### config.mk
export PLATFORM = sky130hd
export DESIGN_NAME = row_accumulator
export DESIGN_NICKNAME = d
export VERILOG_FILES = /design/src/rtl/row_accumulator.sv
export SDC_FILE = /design/constraint.sdc
export NUM_CORES = 1
export LEC_CHECK = 0
export CAP_MARGIN = 20
export CORE_ASPECT_RATIO = 1.75
export CORE_MARGIN = 2
export CORE_UTILIZATION = 53
export CTS_CLUSTER_DIAMETER = 100
export CTS_CLUSTER_SIZE = 25
export DETAILED_ROUTE_END_ITERATION = 10
export GPL_TIMING_DRIVEN = 0
export PLACE_DENSITY_LB_ADDON = 0.1
export SLEW_MARGIN = 20
export SYNTH_ARGS = -nofsm -noshare
export SYNTH_HDL_FRONTEND = slang
export SYNTH_SLANG_ARGS = --single-unit
### constraint.sdc
create_clock -name clk -period 2.5 [get_ports clk]
set_input_delay 0.5 -clock clk [delete_from_list [all_inputs] [get_ports clk]]
set_output_delay 0.5 -clock clk [all_outputs]
set_load 0.005 [all_outputs]
### src/rtl/row_accumulator.sv
// Row dot-product stage: pops products from the upstream multiplier FIFO, sums ROW_LEN
// of them per row and queues the finished row sums in a small result FIFO.
module row_accumulator #(
    parameter int ROW_LEN   = 8,
    parameter int NUM_ROWS  = 8,
    parameter int ACC_W     = 24,
    parameter int OUT_DEPTH = 4
) (
    input  logic             clk,
    input  logic             rst,
    input  logic [15:0]      mult_out,
    input  logic             mult_empty,
    output logic             mult_rd_en,
    input  logic             row_rd_en,
    output logic [ACC_W-1:0] row_out,
    output logic             row_empty,
    output logic             row_full,
    output logic             frame_done
);

    localparam int EW    = (ROW_LEN  > 1) ? $clog2(ROW_LEN)  : 1;
    localparam int RW    = (NUM_ROWS > 1) ? $clog2(NUM_ROWS) : 1;
    localparam int PW    = $clog2(OUT_DEPTH);
    localparam int CW    = PW + 1;
    localparam int OCC_W = CW + 1;

    localparam logic [EW-1:0]    LAST_ELEM = EW'(ROW_LEN - 1);
    localparam logic [RW-1:0]    LAST_ROW  = RW'(NUM_ROWS - 1);
    localparam logic [OCC_W-1:0] DEPTH_OCC = OCC_W'(OUT_DEPTH);
    localparam logic [CW-1:0]    DEPTH_CNT = CW'(OUT_DEPTH);

    // Issue-side state
    logic [EW-1:0]    elem_cnt_r;
    logic             in_vld_r;
    logic             in_first_r;
    logic             in_last_r;

    // Accumulation state
    logic [ACC_W-1:0] acc_r;
    logic [RW-1:0]    row_cnt_r;

    // Result FIFO state
    logic [ACC_W-1:0] mem_r [OUT_DEPTH];
    logic [PW-1:0]    wr_ptr_r;
    logic [PW-1:0]    rd_ptr_r;
    logic [CW-1:0]    fifo_count_r;
    logic [ACC_W-1:0] row_out_r;
    logic             row_empty_r;
    logic             row_full_r;
    logic             frame_done_r;

    // Combinational helpers
    logic             is_last_s;
    logic             is_first_s;
    logic             pend_push_s;
    logic [OCC_W-1:0] occupancy_s;
    logic             space_s;
    logic             rd_en_s;
    logic [ACC_W-1:0] sum_s;
    logic             push_s;
    logic             pop_s;
    logic [CW-1:0]    count_next_s;
    logic             frame_end_s;

    // Read gating: the last element of a row is only issued when its sum has a FIFO slot,
    // counting a push that is still in flight from the previous issue.
    always_comb begin
        is_last_s   = (elem_cnt_r == LAST_ELEM);
        is_first_s  = (elem_cnt_r == {EW{1'b0}});
        pend_push_s = in_vld_r & in_last_r;
        occupancy_s = {1'b0, fifo_count_r} + {{CW{1'b0}}, pend_push_s};
        if (occupancy_s < DEPTH_OCC) begin
            space_s = 1'b1;
        end else begin
            space_s = 1'b0;
        end
        rd_en_s = ~rst & ~mult_empty & (~is_last_s | space_s);
    end

    // Datapath sum and FIFO control
    always_comb begin
        if (in_first_r) begin
            sum_s = {{(ACC_W-16){1'b0}}, mult_out};
        end else begin
            sum_s = acc_r + {{(ACC_W-16){1'b0}}, mult_out};
        end
        push_s      = pend_push_s & ~rst;
        pop_s       = row_rd_en & ~row_empty_r & ~rst;
        frame_end_s = push_s & (row_cnt_r == LAST_ROW);
        case ({push_s, pop_s})
            2'b10:   count_next_s = fifo_count_r + CW'(1);
            2'b01:   count_next_s = fifo_count_r - CW'(1);
            default: count_next_s = fifo_count_r;
        endcase
    end

    assign mult_rd_en = rd_en_s;

    // Element counter and one-cycle read-data qualifier pipeline
    always_ff @(posedge clk) begin
        if (rst) begin
            elem_cnt_r <= {EW{1'b0}};
            in_vld_r   <= 1'b0;
            in_first_r <= 1'b0;
            in_last_r  <= 1'b0;
        end else begin
            in_vld_r <= rd_en_s;
            if (rd_en_s) begin
                in_first_r <= is_first_s;
                in_last_r  <= is_last_s;
                if (is_last_s) begin
                    elem_cnt_r <= {EW{1'b0}};
                end else begin
                    elem_cnt_r <= elem_cnt_r + EW'(1);
                end
            end
        end
    end

    // Running sum and row counter; a stall simply holds both
    always_ff @(posedge clk) begin
        if (rst) begin
            acc_r     <= {ACC_W{1'b0}};
            row_cnt_r <= {RW{1'b0}};
        end else if (in_vld_r) begin
            if (in_last_r) begin
                acc_r <= {ACC_W{1'b0}};
                if (row_cnt_r == LAST_ROW) begin
                    row_cnt_r <= {RW{1'b0}};
                end else begin
                    row_cnt_r <= row_cnt_r + RW'(1);
                end
            end else begin
                acc_r <= sum_s;
            end
        end
    end

    // Result storage; contents need no reset since the pointers define validity
    always_ff @(posedge clk) begin
        if (push_s) begin
            mem_r[wr_ptr_r] <= sum_s;
        end
    end

    // FIFO pointers, occupancy and registered status flags
    always_ff @(posedge clk) begin
        if (rst) begin
            wr_ptr_r     <= {PW{1'b0}};
            rd_ptr_r     <= {PW{1'b0}};
            fifo_count_r <= {CW{1'b0}};
            row_empty_r  <= 1'b1;
            row_full_r   <= 1'b0;
        end else begin
            if (push_s) begin
                wr_ptr_r <= wr_ptr_r + PW'(1);
            end
            if (pop_s) begin
                rd_ptr_r <= rd_ptr_r + PW'(1);
            end
            fifo_count_r <= count_next_s;
            row_empty_r  <= (count_next_s == {CW{1'b0}});
            row_full_r   <= (count_next_s == DEPTH_CNT);
        end
    end

    // Registered read data and end-of-frame pulse
    always_ff @(posedge clk) begin
        if (rst) begin
            row_out_r    <= {ACC_W{1'b0}};
            frame_done_r <= 1'b0;
        end else begin
            if (pop_s) begin
                row_out_r <= mem_r[rd_ptr_r];
            end
            frame_done_r <= frame_end_s;
        end
    end

    assign row_out    = row_out_r;
    assign row_empty  = row_empty_r;
    assign row_full   = row_full_r;
    assign frame_done = frame_done_r;

endmodule

# Yosys cells after proc, flatten, opt, wreduce, memory -nomap -nowiden
# Memory sizes are Yosys's and may differ from the RTL's. A register that Yosys moved wholly into a read port is not among the register bits.
# Cells that the tools add are included.
[word_totals]
wordCells = 50
mem_bits_ro = 0
mem_count = 1
register_bits = 43
latchBits = 0
inputBits = 20
ramBits = 96
[classes]
shifts = 0
addsub = 8
muxes = 8
reduce_logical = 3
bitwise_logic = 12
multipliers = 0
eq_ne = 5
n_div = 0
order_cmp = 1
[mem_list]
columns = ["memory", "depth", "width", "rd", "rd_ports_with_merged_regs", "wr", "line", "rtl"]
rows = [
  ["mem_r", 4, 24, 1, 1, 1, "43", "logic [ACC_W-1:0] mem_r [OUT_DEPTH];"],
]
[op_table]
columns = ["cell", "count"]
rows = [
  ["2-to-1 mux 24 bit", 2],
  ["adder 24 x 16 -> 24 bit", 1],
  ["adder 3 x 1 -> 3 bit, second input constant", 3],
  ["== test 3 bit, second input constant", 3],
  ["AND 1 bit", 7],
  ["logical NOT 3 bit", 2],
  ["2-to-1 mux 3 bit", 2],
  ["case mux 3 bit (2 select lines)", 1],
  ["adder 2 x 1 -> 2 bit, second input constant", 2],
  ["adder 3 x 1 -> 4 bit", 1],
  ["less-than comparator 4 x 3 -> 1 bit, second input constant", 1],
  ["inverter 1 bit", 4],
  ["2-to-1 mux 1 bit", 3],
  ["subtractor 3 x 1 -> 3 bit, second input constant", 1],
  ["== test 2 x 1 -> 1 bit, second input constant", 1],
  ["== test 2 bit, second input constant", 1],
  ["AND reduction 2 bit", 1],
  ["bitwise OR 1 bit", 1],
]

# Longest topological paths before layout
# Gate-level depths: netlist (run 1).
[logic_depth]
word_depth = 6
ltp_mapped = 12

# Least setup slack after synthesis (run 1)
# OpenSTA, ideal clock, no wires.
[synth_path]
path_kind = "input to register"
from = "input port mult_out[0]"
to = "memory mem_r[0][22], data pin"
setup_slack_ns = -0.203
arrival_ns = 2.426
stages = 9
required_time_ns = 2.223
cell_sequence = "ha_1 fa_1 a211oi_2 o21bai_1 a2111oi_4 a2bb2oi_2 nand2b_2 xnor2_1 nor2_1"
[synth_between]
elab_chain_cells = 2
[synth_lines]
columns = ["element", "line", "rtl"]
rows = [
  ["from (decl)", "11", "input logic [15:0] mult_out,"],
  ["adder 24 x 16 -> 24 bit", "85", "sum_s = acc_r + {{(ACC_W-16){1'b0}}, mult_out};"],
  ["2-to-1 mux 24 bit", "82", "if (in_first_r) begin"],
  ["via sum_s[22]", "59", "logic [ACC_W-1:0] sum_s;"],
  ["to (decl)", "43", ""],
]
# The timed path passes the listed nets, and every way through them passes these cells.

# Worst setup path in the final report (run 1)
[layout_path]
from = "input port mult_out[3]"
to = "memory mem_r[1][9], data pin"
# The elaborated chain is that of the path after synthesis.

==> summary.md, run 1 <==
| Metric | Value |
|---|---|
| Result of the run | complete, no violations |
| Setup tns final | 0 ns |
| Chip Width | approximately 93 um |
| Seq cells post-synth | 163 |
| Startpoint of the worst-slack reg-to-reg timing path | acc_r[4]$_SDFFE_PP0P_ |
| CTS buffer count | 17 |
| Number of distinct library cell variants in the gate-level netlist after synthesis | 68 |
| Clock tree from TritonCTS | built |
| Startpoint type of the worst setup path | primary input |
| Setup skew after layout | 0.01428 ns |
| Period Utilization, post-route | 0.9997 |
| Hold buffer count at cts | 0 |
| Arrival time at the worst endpoint | between 2 and 3 ns |
| Unrepaired setup endpoints after global routing | true |
| Post-synth top area cell | edfxtp_1 |
| Number of vias per cell after detailed routing | 5.778 |
| Area occupied by multi-input gates | 3329 um2 |
| Top FF cell, synth | edfxtp_1 |
| Leakage power | between 0.003 and 0.004 uW |
| Switching power share of the total | 0.2576 |
| Final setup margin | ~0.0008 ns |
| Post-Syn Instances | 607 |
| Non-Filler Instances | slightly below 900 |
| Final Max Slew Viols | 0 |
| Net switching component of the power | 1609 uW |
| Number of antenna-violating nets in the routed design | 0 |
| Final hold violations | 0 |
| Global placement routability congestion | 0.8842 |
| Sequential share of power | 0.471 |
| Via count of the first global-routing pass | 5,292 |
| Top library cells by usage in the layout, fill and taps aside | 96 x edfxtp_1, 75 x nand2_1, 60 x dfxtp_1 |
| Measured slew at the worst slew-check pin | 0.8040 ns |
| Startpoint of the worst setup timing path | mult_out[3] |
| FF+latch area | around 4200 um2 |
| Highest ir drop seen on vdd | 0.5280 mV |
| Flop2flop setup slack | about 0.0008 ns |
| R2R Path End | mem_r[1][9]$_DFFE_PP_ |
| HPWL reported at the end of detailed placement | 11.46 mm |
| Maximum clock insertion buffer count | 2 |
| Starting DRT DRC Count | 400 |
| Clk_lat worst skew | 0.42 ns |
| CTS HTree Levels | 4 |
| Routed wire length per instance | 19.11 um |
| Worst slew slack as a fraction of its limit | 0.4583 |
| Count of buffers from port buffering | 47 |
| Worst hold margin | 0.4572 ns |
| Element type at the critical path end | flip-flop |
| Count of flip-flops with a built-in enable after synthesis | 96 |
| Part of the Yosys area used for sequential elements | 0.5718 |
| Relative area change from synthesis to final layout | 26.22% |
| Vias | 5,142 |
| Capturing instance or port of the critical path | mem_r[1][9]$_DFFE_PP_ |
| Aggregate global routing overflow | 0 |
| Net count after synthesis | 655 |
| Synthesized area per cell | 12.17 um2 |
| Fraction of final layout cells with drive strength greater than 1 | 0.2581 |
| # DRC | 0 |
| Number of sinks driven by the clock tree | between 150 and 200 |
| Wire length of the first global-routing pass | about 27 mm |
| Max-capacitance violation count | 0 |
| Cell area power density | roughly 670 nW/um2 |
| Crit-path max FO | 5 |
| Clk network pwr share | 0.416 |
| Share of power burned in combinational logic | 0.112 |
| Post-placement worst setup slack | -0.9578 ns |
| Worst Reg-to-Reg Cells | 7 |
| Top cells by area in the synthesized netlist | edfxtp_1 39%, dfxtp_1 18%, mux4_2 7.3%, ha_1 4.4%, nand2_1 3.9% |
| Antenna violations before repair | 0 |
| Achievable Freq | 400.1 MHz |
| Critical Setup Path Class | primary input to flip-flop |
| Core Area | 13,760 um2 |
| Number of antenna repair diodes | 0 |
| Clock Pin Slew Worst Setup and Hold Paths | 0.07 ns |
| Share of flip-flops with an asynchronous set or reset after synthesis | 0 |
| Placed instance count | 832 |
| Overall routed net length | 17.00 mm |
| Top-level I/O count | 48 |
| Number of fill cells in the layout | between 900 and 1,000 |
| Time the final worst path needs with I/O delays and setup | 2.499 ns |
| Syn. warnings | 0 |
| Number of nets in the layout | 748 |
| Worst min-delay path category | flip-flop to flip-flop |
| Required time of the critical path | 2.61 ns |
| Internal Dissipation | 4640 uW |
| Post-synth design cell area | 7387 um2 |
| Overall track demand over capacity in global routing | 0.2369 |
| Buffer cell driving the clock tree root | clkbuf_16 |
| Share of the synthesized area in the top cell type | 0.3902 |
| Number of core rows | 57 |
| Starting density of the core | 0.5367 |
| Die area | 14,940 um2 |
| Die H | 160.2 um |
| Most frequent standard cell in the layout excluding fill and tap cells | edfxtp_1 |
| Maximum number of pins on one net before global-route repair | 25 |
| Total setup violations reported at the end of the flow | 0 |
| Detailed-router iteration count before antenna repair | 5 |
-- state kept, by name, summed over array words and instances (netlist names) --
register and cells:
in_vld_r 1, frame_done 1, in_last_r 1, wr_ptr_r 2
row_full 1, mem_r 96, fifo_count_r 3, rd_ptr_r 2
row_empty 1, elem_cnt_r 3, row_cnt_r 3, acc_r 24
row_out 24, in_first_r 1
-- critical path, stage by stage --
cell	delay, ns
dlygate4sd2_1	0.27
ha_4	0.26
and2_4	0.18
a221oi_4	0.30
a211oi_1	0.14
nor3_1	0.20
xor2_1	0.11
o21ai_0	0.65
-- cells by family (layout without fill, tap and decap cells) --
group | after synthesis | after routing | share of synthesized area
compound gates | 130 | 130 | 0.1220
xor+xnor | 24 | 24 | 0.02846
simple gates | 185 | 185 | 0.1165
flops | 163 | 163 | 0.5718
buf+inv | 49 | 155 | 0.03286
mux | 28 | 28 | 0.07893
fa+ha+maj | 28 | 28 | 0.04946
-- cell type report --
type / count / share of cell area
flip-flops and latches: 163 / 0.4540
repair buffers: 78 / 0.07743
clock inverters: 15 / 0.01798
plain buffers: 27 / 0.01691
multi-input cells: 395 / 0.3571
well taps: 177 / 0.02375
clock buffers: 17 / 0.04563
inverters: 18 / 0.007246
-- synthesized netlist by cell type (3+ instances only) --
| master | count |
|---|---|
| nand2_1 | 77 |
| nand2b_1 | 4 |
| nor3b_1 | 3 |
| nand4_1 | 7 |
| clkbuf_1 | 20 |
| a31o_2 | 3 |
| nor2b_1 | 12 |
| inv_1 | 18 |
| mux4_2 | 24 |
| o21ai_0 | 11 |
| nor3_1 | 7 |
| xor2_1 | 13 |
| a31oi_1 | 7 |
| buf_6 | 6 |
| a21o_1 | 5 |
| nand3_1 | 7 |
| and2_1 | 9 |
| ha_1 | 26 |
| o21ai_1 | 10 |
| a22o_1 | 8 |
| buf_2 | 3 |
| o22ai_1 | 3 |
| xnor2_1 | 11 |
| a21oi_1 | 56 |
| nor2_1 | 43 |
| dfxtp_1 | 67 |
| edfxtp_1 | 96 |
-- how the worst min path moves through the flow --
| stage | to | slack (ns) | cells past startpoint | start |
|---|---|---|---|---|
| 2_1_floorplan | row_cnt_r[1]$_SDFFE_PP0N_ | 0.44 | 2 | row_cnt_r[1]$_SDFFE_PP0N_ |
| 3_3_place_gp | row_out[20]$_SDFFE_PP0P_ | 0.44 | 2 | row_out[20]$_SDFFE_PP0P_ |
| 3_5_place_dp | row_out[9]$_SDFFE_PP0P_ | 0.45 | 2 | row_out[9]$_SDFFE_PP0P_ |
| 4_1_cts | row_out[9]$_SDFFE_PP0P_ | 0.46 | 2 | row_out[9]$_SDFFE_PP0P_ |
| 5_1_grt | row_out[9]$_SDFFE_PP0P_ | 0.47 | 2 | row_out[9]$_SDFFE_PP0P_ |
| 6_report | row_out[12]$_SDFFE_PP0P_ | 0.46 | 2 | row_out[12]$_SDFFE_PP0P_ |
-- through the flow --
stage                       util  power, uW  instance area [um2]
after global routing      0.6774       6455                 9324
after CTS                 0.6621       6197                 9114
final                     0.6774       6249                 9324
after detailed placement  0.5897       3538                 8117
after global placement    0.5884       3516                 8099
after floorplan                -       3356                 7407
-- what timing repair did --
action / CTS / global route
resized for setup: 60 / 39
pin swaps: 26 / 30
endpoints found under the setup margin: 95 / 72
buffers inserted: 18 / 12
-- power by group through the flow --
stage	sequential (uW)	combinational, uW	clock [uW]
2_1_floorplan	2990	367	0
3_3_place_gp	2990	523	0
3_5_place_dp	2990	543	0
4_1_cts	2940	624	2630
5_1_grt	2950	753	2750
6_report	2950	701	2600
-- metal layers --
| metal | vias up | track usage | part of all wire |
|---|---|---|---|
| li1 | 2414 | - | - |
| met1 | 2579 | 0.2658 | 0.38 |
| met2 | 131 | 0.4343 | 0.56 |
| met3 | 18 | 0.04198 | 0.036 |
| met4 | 0 | 0.09492 | 0.021 |
| met5 | - | 0 | 0 |
(Power assumes the default switching activity.)
==> run 2, diff against run 1 <==
==> constraint.sdc (replaced) <==
create_clock -name clk -period 2.5 [get_ports clk]
set_input_delay 0.5 -clock clk [delete_from_list [all_inputs] [get_ports clk]]
set_output_delay 0.5 -clock clk [all_outputs]
set_load 0.02 [all_outputs]
==> summary.md, run 2 (synthesis results as in run 1) <==
| Metric | Value |
|---|---|
| Placed instance count | 832 |
| Endpoint of the worst hold path | row_out[8]$_SDFFE_PP0P_ |
| Global placement routability congestion | 0.8842 |
| Starting density of the core | 0.5367 |
| Hold buffer count at cts | 0 |
| Origin of the worst min-delay path | row_out[8]$_SDFFE_PP0P_ |
| Overall track demand over capacity in global routing | 0.2364 |
| HPWL reported at the end of detailed placement | 11.46 mm |
| CTS buffer count | 17 |
| Unrepaired setup endpoints after global routing | true |
| Final Max Slew Viols | 0 |
| CTS HTree Levels | 4 |
| Vias | between 5,000 and 6,000 |
| Worst hold stages | 2 |
| Setup tns final | -0.2579 ns |
| Arrival time at the worst endpoint | 2.66 ns |
| Violations in the final reports | setup timing |
| Chip Width | 93.25 um |
| Crit-path max FO | 5 |
| Worst hold margin | 0.4580 ns |
| Period Utilization, post-route | 1.023 |
| Most frequent standard cell in the layout excluding fill and tap cells | edfxtp_1 |
| Via count of the first global-routing pass | 5,281 |
| Buffer cell driving the clock tree root | clkbuf_16 |
| Startpoint type of the worst setup path | primary input |
| Number of vias per cell after detailed routing | 5.758 |
| Fraction of final layout cells with drive strength greater than 1 | 0.2556 |
| Time the final worst path needs with I/O delays and setup | 2.558 ns |
| Worst min-delay path category | flip-flop to flip-flop |
| Achievable Freq | between 300 and 400 MHz |
| Result of the run | finished with violations |
| Number of nets in the layout | 747 |
| Die H | 160.2 um |
| Measured slew at the worst slew-check pin | 0.8402 ns |
| Clock Pin Slew Worst Setup and Hold Paths | ~0.07 ns |
| Total setup violations reported at the end of the flow | 5 |
| Wire length of the first global-routing pass | around 27 mm |
| Aggregate global routing overflow | 0 |
| R2R Path End | mem_r[1][9]$_DFFE_PP_ |
| Largest register FFs | 96 |
| Element type at the critical path end | flip-flop |
| Final hold violations | 0 |
| Maximum clock insertion buffer count | 2 |
| Worst Reg-to-Reg Cells | 7 |
| Antenna violations before repair | 0 |
| Max-capacitance violation count | 0 |
| Total Power | between 6000 and 7000 uW |
| Top-level I/O count | 48 |
| Final setup margin | -0.05760 ns |
| Routed wire length per instance | around 19 um |
| Top library cells by usage in the layout, fill and taps aside | 96 x edfxtp_1, 75 x nand2_1, 60 x dfxtp_1 |
| Critical Setup Path Class | primary input to flip-flop |
| # DRC | 0 |
| Required time of the critical path | 2.60 ns |
| Overall routed net length | about 17 mm |
| Highest ir drop seen on vdd | 0.5257 mV |
| Cell area power density | 670.7 nW/um2 |
| Number of core rows | 57 |
| Flop2flop setup slack | -0.05 ns |
| Starting DRT DRC Count | 371 |
| Relative area change from synthesis to final layout | 26.03% |
| Core Area | 13,760 um2 |
| Number of antenna repair diodes | 0 |
| Setup skew after layout | about 0.014 ns |
| Clock tree from TritonCTS | built |
| Startpoint of the worst-slack reg-to-reg timing path | acc_r[4]$_SDFFE_PP0P_ |
| Non-Filler Instances | approximately 890 |
| Startpoint of the worst setup timing path | mult_out[3] |
| Die area | 14,940 um2 |
| Most flops, register | mem_r |
| Leakage power | 0.003266 uW |
| Worst slew slack as a fraction of its limit | 0.4339 |
| Detailed-router iteration count before antenna repair | 5 |
| Number of antenna-violating nets in the routed design | 0 |
| Clk_lat worst skew | 0.42 ns |
| Maximum number of pins on one net before global-route repair | 25 |
| Count of buffers from port buffering | 47 |
| Number of sinks driven by the clock tree | 163 |
==> run 2: cell count changes in the layout (fill, tap and decap cells not counted), sizes merged <==
cell	before	now
dlygate4sd2	5	6
dlymetal6s2s	5	4
buf	42	41
==> run 2: worst max path at each step <==
stage	slack [ns]	endpoint	cells past startpoint
final	-0.06	mem_r[1][9]$_DFFE_PP_	8
after global routing	-0.1	acc_r[22]$_SDFFE_PP0P_	10
after CTS	-0.13	mem_r[3][22]$_DFFE_PP_	10
after detailed placement	-0.96	mem_r[0][19]$_DFFE_PP_	10
after global placement	-0.91	mem_r[0][22]$_DFFE_PP_	10
after floorplan	-0.008	mem_r[0][22]$_DFFE_PP_	9
==> run 2: final cells by class <==
| type | instances | area (um2) |
|---|---|---|
| fill | 964 | 4454 |
| sequential | 163 | 4233 |
| multi-input combinational | 395 | 3327 |
| timing repair buffer | 77 | 710.7 |
| clock buffer | 17 | 425.4 |
| tap | 177 | 221.5 |
| clock inverter | 15 | 167.7 |
| buffer | 27 | 157.7 |
| inverter | 18 | 67.56 |
==> run 2: worst max-delay path: stages <==
cell and delay, ns:
dlygate4sd2_1 0.27, ha_4 0.26, and2_4 0.18, a221oi_4 0.30, a211oi_1 0.14, nor3_1 0.21, xor2_1 0.12, o21ai_0 0.68
==> run 2: where the power goes <==
| part | leakage, uW | switching, uW | internal [uW] |
|---|---|---|---|
| Clock | 0.000279 | 1170 | 1420 |
| Combinational | 0.00156 | 404 | 298 |
| Sequential | 0.00143 | 29.1 | 2920 |
| Total | 0.00327 | 1610 | 4640 |
==> run 2: per-layer routing <==
layer	vias up	wire (um)	global-route usage
met2	121	9517	0.4326
met3	21	501	0.04198
met5	-	0	0
met1	2564	6525	0.2658
met4	0	382	0.09492
li1	2413	-	-
==> run 2: through the flow <==
| stage | instance area (um2) | setup WS (ns) | util |
|---|---|---|---|
| floorplan | 7407 | -0.007931 | - |
| global placement | 8099 | -0.9128 | 0.5884 |
| detailed placement | 8117 | -0.9578 | 0.5897 |
| CTS | 9100 | -0.1320 | 0.6611 |
| global route | 9310 | -0.09596 | 0.6764 |
| finish | 9310 | -0.05760 | 0.6764 |
==> run 2: what timing repair did <==
item                                    4_1_cts  5_1_grt
endpoints found under the setup margin       95       71
gates resized for setup                      59       40
pin swaps                                    24       30
buffers inserted                             17       12
==> RTL change 1, RTL diff (settings of run 1) <==
The parameter `OUT_DEPTH` goes from 4 to 8.
--- a/src/rtl/row_accumulator.sv
+++ b/src/rtl/row_accumulator.sv
@@ -6,3 +6,3 @@
     parameter int ACC_W     = 24,
-    parameter int OUT_DEPTH = 4
+    parameter int OUT_DEPTH = 8
 ) (
Formal check against the unedited RTL: no difference found for any inputs over 10 cycles, from zero or initial values and one cycle with rst high; that may be too few to reach the edited logic, so the function may still have changed.
==> RTL change 1 against run 1 <==
Cell area up 46%. Worst setup slack better by 0.057 ns. Wire length up 61%. Sequential share of layout area up 7.4 points. Total power up 31%. Sequential cell count up 99. Die area up 50%. Area after synthesis up 52%. Critical endpoint is now mem_r[1][23].
==> RTL change 1: results (changes against run 1) <==
The global routing usage on met3 is 2.49% (-1.7 points). The tools report the instance count after placement with tap cells included as 1085 (+30%). The count of inverters not on the clock network in the layout works out to 20 (+2). The clock latency at the later pin of the worst-skew pair was 0.49 ns (+0.07 ns). The data arrival time at the worst-slack endpoint was 2.66 ns (+0.05 ns); the number of violations reported at the end of detailed-routing iteration 0 was 572 (+43%). The largest net degree at the start of global routing is 27 (+8.0%), and the horizontal extent of the die is 114 µm (+22%).

The power drawn by the sequential cells was 4.81 mW (+63%). The power spent charging and discharging nets came out at 1.91 mW (+18%). CTS buffer count: 14 (-3). The run finished with clean final reports. The run gives -1.22 ns (-0.259 ns) as the worst setup timing slack at the placement stage.

The largest individual stage delay along the critical path comes from the cell clkdlybuf4s50_1. The run gives 63.9% (+6.7 points) as the share of the yosys chip area belonging to registers. The fraction of area in multi-input gates was 32.6% (-3.1 points); the routed length on met3 was 1280 µm (+110%). The met2 wirelength from detailed routing is 15400 µm (+61%), and the net count after synthesis is 824 (+26%). The worst-case clock skew was 0.0130 ns (-0.00131 ns). The capturing instance or port of the critical path is mem_r[1][23].

The number of flops mapped to enable cells by yosys is 192 (+100%), and the number of clock buffers in the layout is 23 (+6). The fraction of the mapped netlist area in compound gates is 9.30% (-2.9 points). The clock input transition at the sequential cells of the worst setup and hold paths was 0.10 ns (+0.03 ns). In this run the critical register-to-register path is captured at mem_r[5][17]. The worst hold path terminates at acc_r[13]. The worst register-to-register path begins at acc_r[8]. The number of buffers other than clock buffers in the final layout was 130 (+24%).

The detailed-placement wirelength estimate is 18700 µm (+63%). The flip-flop count of the largest register after layout is 192 (+100%). The global-route met1 utilization was 27.7% (+1.1 points); the aggregate routed wire length was 27400 µm (+61%).

The run gives 7517 (+42%) as the number of global-route vias before repair. Global-route usage over all layers: 24.9% (+1.2 points).
==> RTL change 1: cell count changes in the layout (fill, tap and decap cells not counted), moves of 8 or more <==
cell	before	now
nand2_1	75	41
a21oi_1	52	24
clkbuf_1	16	24
a211oi_1	1	26
nor2b_1	12	2
edfxtp_1	96	192
mux4_2	24	48
nor2_4	3	12
nor2_1	36	69
mux2i_1	1	26
==> RTL change 1: cell families after synthesis <==
kind of cell	Yosys count
compound gates	146
xor+xnor	19
fa+ha+maj	28
buf+inv	56
flops	262
mux	81
simple gates	184
==> RTL change 1: repair_timing <==
item | CTS | global route
endpoints found under the hold margin | 0 | 0
setup endpoints to repair | 208 | 140
setup buffers | 25 | 15
pin swaps | 28 | 17
cloned | 1 | 0
gates resized for setup | 89 | 42
==> RTL change 1: tightest hold or removal path: cells and delay by family (launching register included) <==
| kind | cells | cell delay (ns) |
|---|---|---|
| DFF | 1 | 0.35 |
| AOI/OAI and AO/OA | 1 | 0.06 |
| and+or+nand+nor | 1 | 0.06 |
==> RTL change 2, RTL diff (settings of run 1) <==
Made on the original files. Make the reset (`rst`) asynchronous in 4 clocked blocks.
--- a/src/rtl/row_accumulator.sv
+++ b/src/rtl/row_accumulator.sv
@@ -99,3 +99,3 @@
     // Element counter and one-cycle read-data qualifier pipeline
-    always_ff @(posedge clk) begin
+    always_ff @(posedge clk or posedge rst) begin
         if (rst) begin
@@ -120,3 +120,3 @@
     // Running sum and row counter; a stall simply holds both
-    always_ff @(posedge clk) begin
+    always_ff @(posedge clk or posedge rst) begin
         if (rst) begin
@@ -146,3 +146,3 @@
     // FIFO pointers, occupancy and registered status flags
-    always_ff @(posedge clk) begin
+    always_ff @(posedge clk or posedge rst) begin
         if (rst) begin
@@ -167,3 +167,3 @@
     // Registered read data and end-of-frame pulse
-    always_ff @(posedge clk) begin
+    always_ff @(posedge clk or posedge rst) begin
         if (rst) begin
Behaviour: differs if rst is asserted again (counterexample within 10 cycles, from zero or initial values and one cycle with rst high); with rst held inactive, the same outputs for 10 cycles.
==> RTL change 2 against run 1 <==
Critical endpoint is now mem_r[3][22]. Area after synthesis grew 2.9%. Critical path type is now flop to flop. Cell area grew 1.8%. Wire length shrank 2.7%. Synthesized cell count shrank 9.9%. Non-clock buffer count shrank 20. Sequential cell count is the same. Highest routed layer unchanged. Worst setup slack lost 0.063 ns. The flow now finishes with violations (setup timing).
Power is not compared: it rests on default switching activity, and its combinational part moved more than twofold at a synthesized area within 25%.
==> RTL change 2: results (changes against run 1) <==
The run finished, with violations left. The final reports fail on setup timing. The min-delay analysis places its worst path in the category input port to async pin. The commonest cells after synthesis are edfxtp_1, dfrtp_1, nand2_1, mux2_2. The delay contributed by the slowest stage of the critical path works out to 0.41 ns (-0.24 ns).

In this run the critical register-to-register path is captured at mem_r[3][22]. For the count of filler cells inserted in the layout, the log shows 1008 (+4.7%). Yosys attributes the largest share of cell area to edfxtp_1, dfrtp_1, mux4_2. Data arrival time at the worst-slack endpoint: 2.72 ns (+0.11 ns). The net count after synthesis came out at 595 (-9.2%). On the critical path, the stage with the largest delay is an instance of dfrtp_1. The routed length on met3 was 566 µm (-6.6%); the worst-case clock skew was 0.0129 ns (-0.00137 ns). The aggregate routed wire length was 16600 µm (-2.7%).

The global routing usage on met2 came out at 39.9% (-3.5 points). The number of violations reported at the end of detailed-routing iteration 0 is 233 (-42%). The largest net degree at the start of global routing is 54 (+120%), and the global-route usage over all layers is 22.7% (-0.99 points). The run gives 11 (+11) as the count of final setup violators. The setup TNS was -0.362 ns (-0.362 ns); the area after detailed placement was 8360 µm² (+3.0%).

The final worst setup slack is -0.0624 ns (-0.0632 ns), and the average footprint of a synthesized cell is 13.9 µm² (+14%). For the weighted congestion at the end of routability-driven global placement, the log shows 0.958 (+8.3%). The tools report the instance count after placement with tap cells included as 772 (-7.2%).

In this run the critical register-to-register path is launched from acc_r[0]. The global routing usage on met3 was 4.63% (+0.43 points).
## RTL change 2: cell count changes after synthesis, sizes merged, moves of 8 or more
| cell | before | now |
|---|---|---|
| xor2 | 13 | 5 |
| nor2 | 45 | 26 |
| dfxtp | 67 | 0 |
| a21oi | 56 | 19 |
| nand2 | 78 | 37 |
| mux2 | 2 | 34 |
| dfrtp | 0 | 66 |
## RTL change 2: worst reg2reg max path, stage by stage (launching register included)
cell and delay (ns):
dfrtp_1 0.41, ha_4 0.18, fa_2 0.34, a21o_1 0.21
a311oi_4 0.31, o31ai_4 0.16, a31oi_4 0.29, nor2b_2 0.10
mux2_4 0.33
## RTL change 2: final cells by class
cell class | count | area share [%]
repair buffers | 66 | 6.74
multi-input cells | 336 | 34.4
plain buffers | 19 | 1.01
inverters | 24 | 0.975
clock inverters | 14 | 1.95
clock buffers | 18 | 4.52
well taps | 177 | 2.33
flip-flops and latches | 163 | 48.0
## RTL change 2: what timing repair did
item / in CTS / in global routing
endpoints found under the setup margin: 187 / 77
pin swaps: 21 / 10
resized for setup: 65 / 35
hold endpoints to repair: 0 / 0
setup buffers: 13 / 5
## RTL change 2: how the worst min path moves through the flow
stage	startpoint	endpoint	slack [ns]	cells after the start
final	rst	row_cnt_r[0]	0.33	2
after global routing	rst	row_cnt_r[0]	0.34	2
after CTS	rst	row_cnt_r[2]	0.32	2
after detailed placement	acc_r[11]	acc_r[11]	0.49	1
after global placement	acc_r[11]	acc_r[11]	0.48	1
after floorplan	acc_r[11]	acc_r[11]	0.46	1
## RTL change 2: logic make-up after synthesis
family                     synth area share [%]
and+or+nand+nor                            7.44
adders and majority gates                  4.81
buffers and inverters                      2.44
DFF                                        60.0
xor gates and xnor gates                   1.73
AOI/OAI and AO/OA                          10.9
muxes                                      12.7
